$ cat src/rtl/md_pkg.sv
// Shared definitions for the multiply/divide issue path: op codes, FSM
// state encoding and op-class helpers.
package md_pkg;

  localparam int MD_OP_W = 4;

  localparam logic [MD_OP_W-1:0] MD_NONE  = 4'd0;
  localparam logic [MD_OP_W-1:0] MD_MULT  = 4'd1;
  localparam logic [MD_OP_W-1:0] MD_MULTU = 4'd2;
  localparam logic [MD_OP_W-1:0] MD_DIV   = 4'd3;
  localparam logic [MD_OP_W-1:0] MD_DIVU  = 4'd4;
  localparam logic [MD_OP_W-1:0] MD_MTHI  = 4'd5;
  localparam logic [MD_OP_W-1:0] MD_MTLO  = 4'd6;
  localparam logic [MD_OP_W-1:0] MD_MFHI  = 4'd7;
  localparam logic [MD_OP_W-1:0] MD_MFLO  = 4'd8;

  typedef enum logic [1:0] {
    ST_IDLE   = 2'd0,
    ST_LAUNCH = 2'd1,
    ST_WAIT   = 2'd2
  } md_state_e;

  function automatic logic is_start_op(input logic [MD_OP_W-1:0] op);
    return (op >= MD_MULT) && (op <= MD_DIVU);
  endfunction

  function automatic logic is_write_op(input logic [MD_OP_W-1:0] op);
    return (op == MD_MTHI) || (op == MD_MTLO);
  endfunction

  function automatic logic is_read_op(input logic [MD_OP_W-1:0] op);
    return (op == MD_MFHI) || (op == MD_MFLO);
  endfunction

endpackage

$ cat src/rtl/md_skid_buf.sv
// One-entry holding register for a start op accepted while the MD unit is
// occupied. Flush wins over a same-edge load.
module md_skid_buf
  import md_pkg::*;
#(
  parameter int WIDTH = 32
) (
  input  logic               clk,
  input  logic               reset,
  input  logic               load_i,
  input  logic               pop_i,
  input  logic               flush_i,
  input  logic [MD_OP_W-1:0] op_i,
  input  logic [WIDTH-1:0]   d1_i,
  input  logic [WIDTH-1:0]   d2_i,
  output logic               vld_o,
  output logic [MD_OP_W-1:0] op_o,
  output logic [WIDTH-1:0]   d1_o,
  output logic [WIDTH-1:0]   d2_o
);

  logic               vld_q, vld_d;
  logic [MD_OP_W-1:0] op_q;
  logic [WIDTH-1:0]   d1_q, d2_q;

  always_comb begin
    vld_d = vld_q;
    if (pop_i)   vld_d = 1'b0;
    if (load_i)  vld_d = 1'b1;
    if (flush_i) vld_d = 1'b0;
  end

  always_ff @(posedge clk or posedge reset) begin
    if (reset) vld_q <= 1'b0;
    else       vld_q <= vld_d;
  end

  // Payload is only meaningful while vld_q is set, so it carries no reset.
  always_ff @(posedge clk) begin
    if (load_i) begin
      op_q <= op_i;
      d1_q <= d1_i;
      d2_q <= d2_i;
    end
  end

  assign vld_o = vld_q;
  assign op_o  = op_q;
  assign d1_o  = d1_q;
  assign d2_o  = d2_q;

endmodule

$ cat src/rtl/md_issue_ctrl.sv
// Issue controller for the E-stage multiply/divide unit. Define MD_SKID_EN
// to add a one-entry skid buffer so a start op can queue behind an in-flight one.
module md_issue_ctrl
  import md_pkg::*;
#(
  parameter int WIDTH = 32
) (
  input  logic               clk,
  input  logic               reset,
  input  logic               req_valid,
  input  logic [MD_OP_W-1:0] req_op,
  input  logic [WIDTH-1:0]   req_d1,
  input  logic [WIDTH-1:0]   req_d2,
  input  logic               flush,
  output logic               stall,
  output logic [MD_OP_W-1:0] md_op,
  output logic [WIDTH-1:0]   md_d1,
  output logic [WIDTH-1:0]   md_d2,
  output logic               md_start,
  input  logic               md_busy
);

`ifdef MD_SKID_EN
  localparam bit SKID_EN = 1'b1;
`else
  localparam bit SKID_EN = 1'b0;
`endif

  md_state_e          state_q;
  logic [MD_OP_W-1:0] md_op_q;
  logic [WIDTH-1:0]   md_d1_q, md_d2_q;
  logic               md_start_q;

  logic               skid_vld;
  logic [MD_OP_W-1:0] skid_op;
  logic [WIDTH-1:0]   skid_d1, skid_d2;

  logic req_start, req_write, req_read;
  logic in_idle, wait_exit, accept, take_start;
  logic launch_skid, launch_req_wait;

  assign req_start = is_start_op(req_op);
  assign req_write = is_write_op(req_op);
  assign req_read  = is_read_op(req_op);
  assign in_idle   = (state_q == ST_IDLE);
  assign wait_exit = (state_q == ST_WAIT) && !md_busy;

  always_comb begin
    accept = 1'b1;
    if (req_start)
      accept = in_idle || (SKID_EN && !skid_vld);
    else if (req_write || req_read)
      accept = in_idle && !skid_vld;
  end

  assign stall      = req_valid && !accept;
  assign take_start = req_valid && req_start && accept;

  // A start op arriving on the WAIT-exit cycle with nothing buffered launches
  // directly; buffering it would strand it once the FSM drops to IDLE.
  assign launch_skid     = wait_exit && skid_vld && !flush;
  assign launch_req_wait = wait_exit && !skid_vld && take_start && !flush;

`ifdef MD_SKID_EN
  logic skid_load;
  assign skid_load = take_start && !in_idle && !wait_exit;

  md_skid_buf #(.WIDTH(WIDTH)) u_skid (
    .clk    (clk),
    .reset  (reset),
    .load_i (skid_load),
    .pop_i  (wait_exit),
    .flush_i(flush),
    .op_i   (req_op),
    .d1_i   (req_d1),
    .d2_i   (req_d2),
    .vld_o  (skid_vld),
    .op_o   (skid_op),
    .d1_o   (skid_d1),
    .d2_o   (skid_d2)
  );
`else
  assign skid_vld = 1'b0;
  assign skid_op  = MD_NONE;
  assign skid_d1  = '0;
  assign skid_d2  = '0;
`endif

  always_ff @(posedge clk or posedge reset) begin
    if (reset) begin
      state_q    <= ST_IDLE;
      md_op_q    <= MD_NONE;
      md_d1_q    <= '0;
      md_d2_q    <= '0;
      md_start_q <= 1'b0;
    end else begin
      md_op_q    <= MD_NONE;
      md_start_q <= 1'b0;
      case (state_q)
        ST_IDLE: begin
          if (take_start) begin
            state_q    <= ST_LAUNCH;
            md_op_q    <= req_op;
            md_d1_q    <= req_d1;
            md_d2_q    <= req_d2;
            md_start_q <= 1'b1;
          end else if (req_valid && req_write && accept) begin
            md_op_q <= req_op;
            md_d1_q <= req_d1;
          end
        end
        ST_LAUNCH: state_q <= ST_WAIT;
        ST_WAIT: begin
          if (launch_skid) begin
            state_q    <= ST_LAUNCH;
            md_op_q    <= skid_op;
            md_d1_q    <= skid_d1;
            md_d2_q    <= skid_d2;
            md_start_q <= 1'b1;
          end else if (launch_req_wait) begin
            state_q    <= ST_LAUNCH;
            md_op_q    <= req_op;
            md_d1_q    <= req_d1;
            md_d2_q    <= req_d2;
            md_start_q <= 1'b1;
          end else if (!md_busy) begin
            state_q <= ST_IDLE;
          end
        end
        default: state_q <= ST_IDLE;
      endcase
    end
  end

  assign md_op    = md_op_q;
  assign md_d1    = md_d1_q;
  assign md_d2    = md_d2_q;
  assign md_start = md_start_q;

endmodule

$ cat config.mk
export PLATFORM = sky130hd
export DESIGN_NAME = md_issue_ctrl
export DESIGN_NICKNAME = d
export VERILOG_FILES = /design/src/rtl/md_pkg.sv /design/src/rtl/md_skid_buf.sv /design/src/rtl/md_issue_ctrl.sv
export SDC_FILE = /design/constraint.sdc
export NUM_CORES = 1
export LEC_CHECK = 0
export CAP_MARGIN = 20
export CORE_MARGIN = 2
export CORE_UTILIZATION = 36
export CTS_CLUSTER_SIZE = 8
export DETAILED_ROUTE_END_ITERATION = 8
export PLACE_DENSITY = 0.76
export SLEW_MARGIN = 15
export SYNTH_ARGS = -nofsm -noshare
export SYNTH_HDL_FRONTEND = slang
export SYNTH_HIERARCHICAL = 1
export SYNTH_SLANG_ARGS = --single-unit
export TNS_END_PERCENT = 10
$ cat constraint.sdc
create_clock -name clk -period 2.56 [get_ports clk]
set_input_delay 0.768 -clock clk [delete_from_list [all_inputs] [get_ports clk]]
set_output_delay 0.768 -clock clk [all_outputs]
set_load 0.02 [all_outputs]
==> results.sh, run 1 <==
export IMPL_status="finished clean"
export IMPL_final_setup_viol_count=0
export IMPL_drive_above_1_share=0.311
export IMPL_die_width_um=92.0
export IMPL_tightestPinTransition_ns=0.544
export IMPL_post_detailed_placement_half_perimeter_wirelength_mm=4.46
export IMPL_critical_path_startpoint="req_op[3]"
export IMPL_cp_arrival_ns=1.75
export IMPL_clock_tree_buffer_depth=2
export IMPL_drv_cap=0
export IMPL_worst_ir_drop_vdd_uv=473
export IMPL_first_pass_iters=4
export IMPL_fin_hold_ws_ns=0.504
export IMPL_worst_path_buf_inv=2
export IMPL_finalCritPeriodShare=0.984
export IMPL_sw_frac_of_total=0.307
export IMPL_place_gp_congestion=0.713
export IMPL_route_final_wire_length_mm=6.02
export IMPL_synth_sequential_area_ratio=0.637
export IMPL_tritoncts="done"
export IMPL_cell_area_after_synthesis_um2=2790
export IMPL_critical_path_reg2reg_endpoint="md_d1[17]"
export IMPL_cpPeakStageDelay_ns=0.52
export IMPL_critPathMaxFanout=2
export IMPL_path_clk_slew_ns=0.07
export IMPL_syn_area_per_cell_um2=17.2
export IMPL_synth_nets=235
export IMPL_timing_slew_headroom=0.638
export IMPL_gr_usage_all_layers=0.151
export IMPL_cts_made_buffers=9
export IMPL_worstPathRequired_ns=1.79
export IMPL_fillers=596
export IMPL_p_leak_nw=2.05
export IMPL_overflow=0
export IMPL_layout_nets=393
export IMPL_ff2ff_setup_slack_ns=0.97
export IMPL_unrepaired_setup_endpoints_after_global_routing="false"
export IMPL_wl_per_cell_um=14.1
export IMPL_cpLargestDelayFamily="buffers and inverters"
export IMPL_drt_antenna_violating_nets=0
export IMPL_holdBufCountCts=0
export IMPL_finalPower_mw=3.90
export IMPL_timing_critical_path_from_type="input pin"
export IMPL_seqPwrFrac=0.401
export IMPL_critical_path_reg2reg_startpoint="state_q[0]"
export IMPL_max_slew_violation_count=0
export IMPL_largest_net_degree_at_the_start_of_global_routing=44
export IMPL_core_area_um2=7610
export IMPL_worst_skew_pair_late_latency_ns=0.34
export IMPL_netlist_instances=162
export IMPL_synth_ff_latch_count=71
export IMPL_grt_first_pass_wirelength_mm=9.92
export IMPL_io_pin_count=143
export IMPL_detailed_route_via_count=1889
export IMPL_reg2reg_depth=5
export IMPL_yosys_cell_types_count=17
export IMPL_cts_root_buffer="sky130_fd_sc_hd__clkbuf_8"
export IMPL_final_min_clock_period_ns=2.52
export IMPL_cellPowerDensity_nw_per_um2=851
export IMPL_routed_via_density=4.42
export IMPL_netSwitchingPower_mw=1.20
export IMPL_total_die_area_um2=8460
export IMPL_synth_yosys_warnings=6
export IMPL_critical_path_cell_count=4
export IMPL_vias_in_the_first_global_route=2079
export IMPL_final_hold_viol_count=0
export IMPL_fmax_ghz=0.397
export IMPL_clk_sink_count=71
export IMPL_internal_power_contribution_mw=2.70
export IMPL_number_of_placement_rows=32
export IMPL_critPathCapture="stall"
export IMPL_port_buffers=141
export IMPL_cts_post_setup_buffers_inserted=0
export IMPL_timing_hold_worst_class="flop to flop"
export IMPL_dieHeight_um=92.0
export IMPL_antennaDiodeCount=0
export IMPL_area_added_between_synthesis_and_finish_pct=64.3
export IMPL_finalClockSkew_ns=0.0101
export IMPL_power_frac_comb=0.392
export IMPL_drt_drc_violations_left=0
export IMPL_worstSetupPathType="input pin to primary output"
export IMPL_htree_num_levels=3
export IMPL_share_of_power_burned_in_the_clock_network=0.207
export IMPL_initial_antenna_violation_count=0
export IMPL_detail_route_iter0_violations=47
export IMPL_crit_chain="clkdlybuf4s50_1 -> xnor2_2 -> nor2_1 -> buf_4"
export IMPL_crit_slowest_cell="sky130_fd_sc_hd__clkdlybuf4s50_1"
export IMPL_start_util=0.366
export IMPL_worst_setup_path_end_kind="primary output"
==> synth_stat cells, drive strengths merged <==
library cell  count  area share
xnor2             1      0.0031
inv               3      0.0040
nand2             4      0.0054
nand3             3      0.0090
buf               6       0.018
conb              1      0.0013
mux2             64        0.30
mux2i             1      0.0036
dfrtp            71        0.64
nor2              1      0.0013
o21ai             2      0.0036
and3              3      0.0067
or3               1      0.0022
nor4b             1      0.0085
==> registers in the layout (all words and copies together), names as in the netlist <==
name and count:
md_d2 32, md_d1 32, md_op 4, state_q 2, md_start 1
==> timing repair <==
action | 4_1_cts | 5_1_grt
pin swaps | 3 | 3
resized for setup | 14 | 2
setup endpoints to repair | 1 | 1
cloned | 0 | 0
==> logic make-up after synthesis <==
| family | after synthesis | share of synthesized area |
|---|---|---|
| AO/OA/AOI/OAI | 2 | 0.00359 |
| XOR/XNOR | 1 | 0.00314 |
| buffers and inverters | 9 | 0.0215 |
| flip-flops | 71 | 0.637 |
| multiplexers | 65 | 0.300 |
| other | 1 | 0.00135 |
| AND/OR/NAND/NOR | 13 | 0.0332 |
==> worst min-delay path by stage <==
stage,depth (start not counted),slack [ns],endpoint,from
floorplan,1,0.52,state_q[1],state_q[0]
finish,1,0.50,md_d1[2],md_d1[2]
detailed placement,1,0.49,md_d1[20],md_d1[20]
global route,1,0.53,md_d1[7],md_d1[7]
global placement,1,0.49,md_d2[24],md_d2[24]
CTS,1,0.51,md_d1[2],md_d1[2]
==> final cells by class <==
cell class / instances / area [um2] / area share
Tap cell: 102 / 128 / 0.0279
Clock inverter: 5 / 32.5 / 0.00710
Sequential cell: 71 / 1780 / 0.388
Multi-Input combinational cell: 82 / 963 / 0.210
Inverter: 3 / 15.0 / 0.00328
Timing Repair Buffer: 153 / 1510 / 0.331
Clock buffer: 11 / 151 / 0.0331
==> worst reg2reg max path: stages, from the launching register on <==
cell	delay [ns]
sky130_fd_sc_hd__dfrtp_1	0.43
sky130_fd_sc_hd__nor4b_4	0.32
sky130_fd_sc_hd__buf_4	0.17
sky130_fd_sc_hd__nand3_2	0.09
sky130_fd_sc_hd__buf_4	0.20
sky130_fd_sc_hd__mux2_2	0.28
==> power groups by stage <==
stage               clock network [mW]  registers [mW]  logic [mW]
floorplan                            0            1.94       0.395
global placement                     0            1.58        1.52
detailed placement                   0            1.58        1.54
CTS                              0.837            1.57        1.55
global route                     0.900            1.61        1.61
finish                           0.807            1.57        1.53
==> cells in the final DEF, fill, tap and decap left out, types with 3 or more instances in the layout <==
cell type	instances
sky130_fd_sc_hd__clkdlybuf4s50_1	137
sky130_fd_sc_hd__dfrtp_1	71
sky130_fd_sc_hd__mux2_2	36
sky130_fd_sc_hd__mux2_4	28
sky130_fd_sc_hd__clkbuf_8	11
sky130_fd_sc_hd__buf_4	11
sky130_fd_sc_hd__nand2_1	4
sky130_fd_sc_hd__clkinvlp_4	4
sky130_fd_sc_hd__and3_1	3
==> routing by layer <==
| metal | global-route usage | wire (um) | vias to the layer above |
|---|---|---|---|
| met2 | 0.246 | 3000 | 84 |
| met4 | 0.0448 | 38 | 0 |
| met1 | 0.181 | 2440 | 924 |
| met5 | 0 | 0 | - |
| li1 | - | - | 876 |
| met3 | 0.0666 | 545 | 5 |
==> per-stage QoR <==
stage	area [um2]	util	TNS (ns)	setup slack (ns)	cells
finish	4580	0.602	0	0.0409	427
global route	4580	0.602	0	0.00178	427
CTS	4580	0.603	0	0.0145	427
detailed placement	4400	0.578	-4.56	-0.764	411
global placement	4400	0.578	-2.18	-0.716	411
floorplan	2790	-	0	0.146	162
(Power assumes the default switching activity.)
==> run 2, diff against run 1 <==
--- a/config.mk
+++ b/config.mk
@@ -5,7 +5,7 @@
 export SDC_FILE = /design/constraint.sdc
 export NUM_CORES = 1
 export LEC_CHECK = 0
-export CAP_MARGIN = 20
+export CAP_MARGIN = 40
 export CORE_MARGIN = 2
 export CORE_UTILIZATION = 36
 export CTS_CLUSTER_SIZE = 8
==> results of run 2 <==
The final DEF is identical to that of run 1; final timing and power are the same.
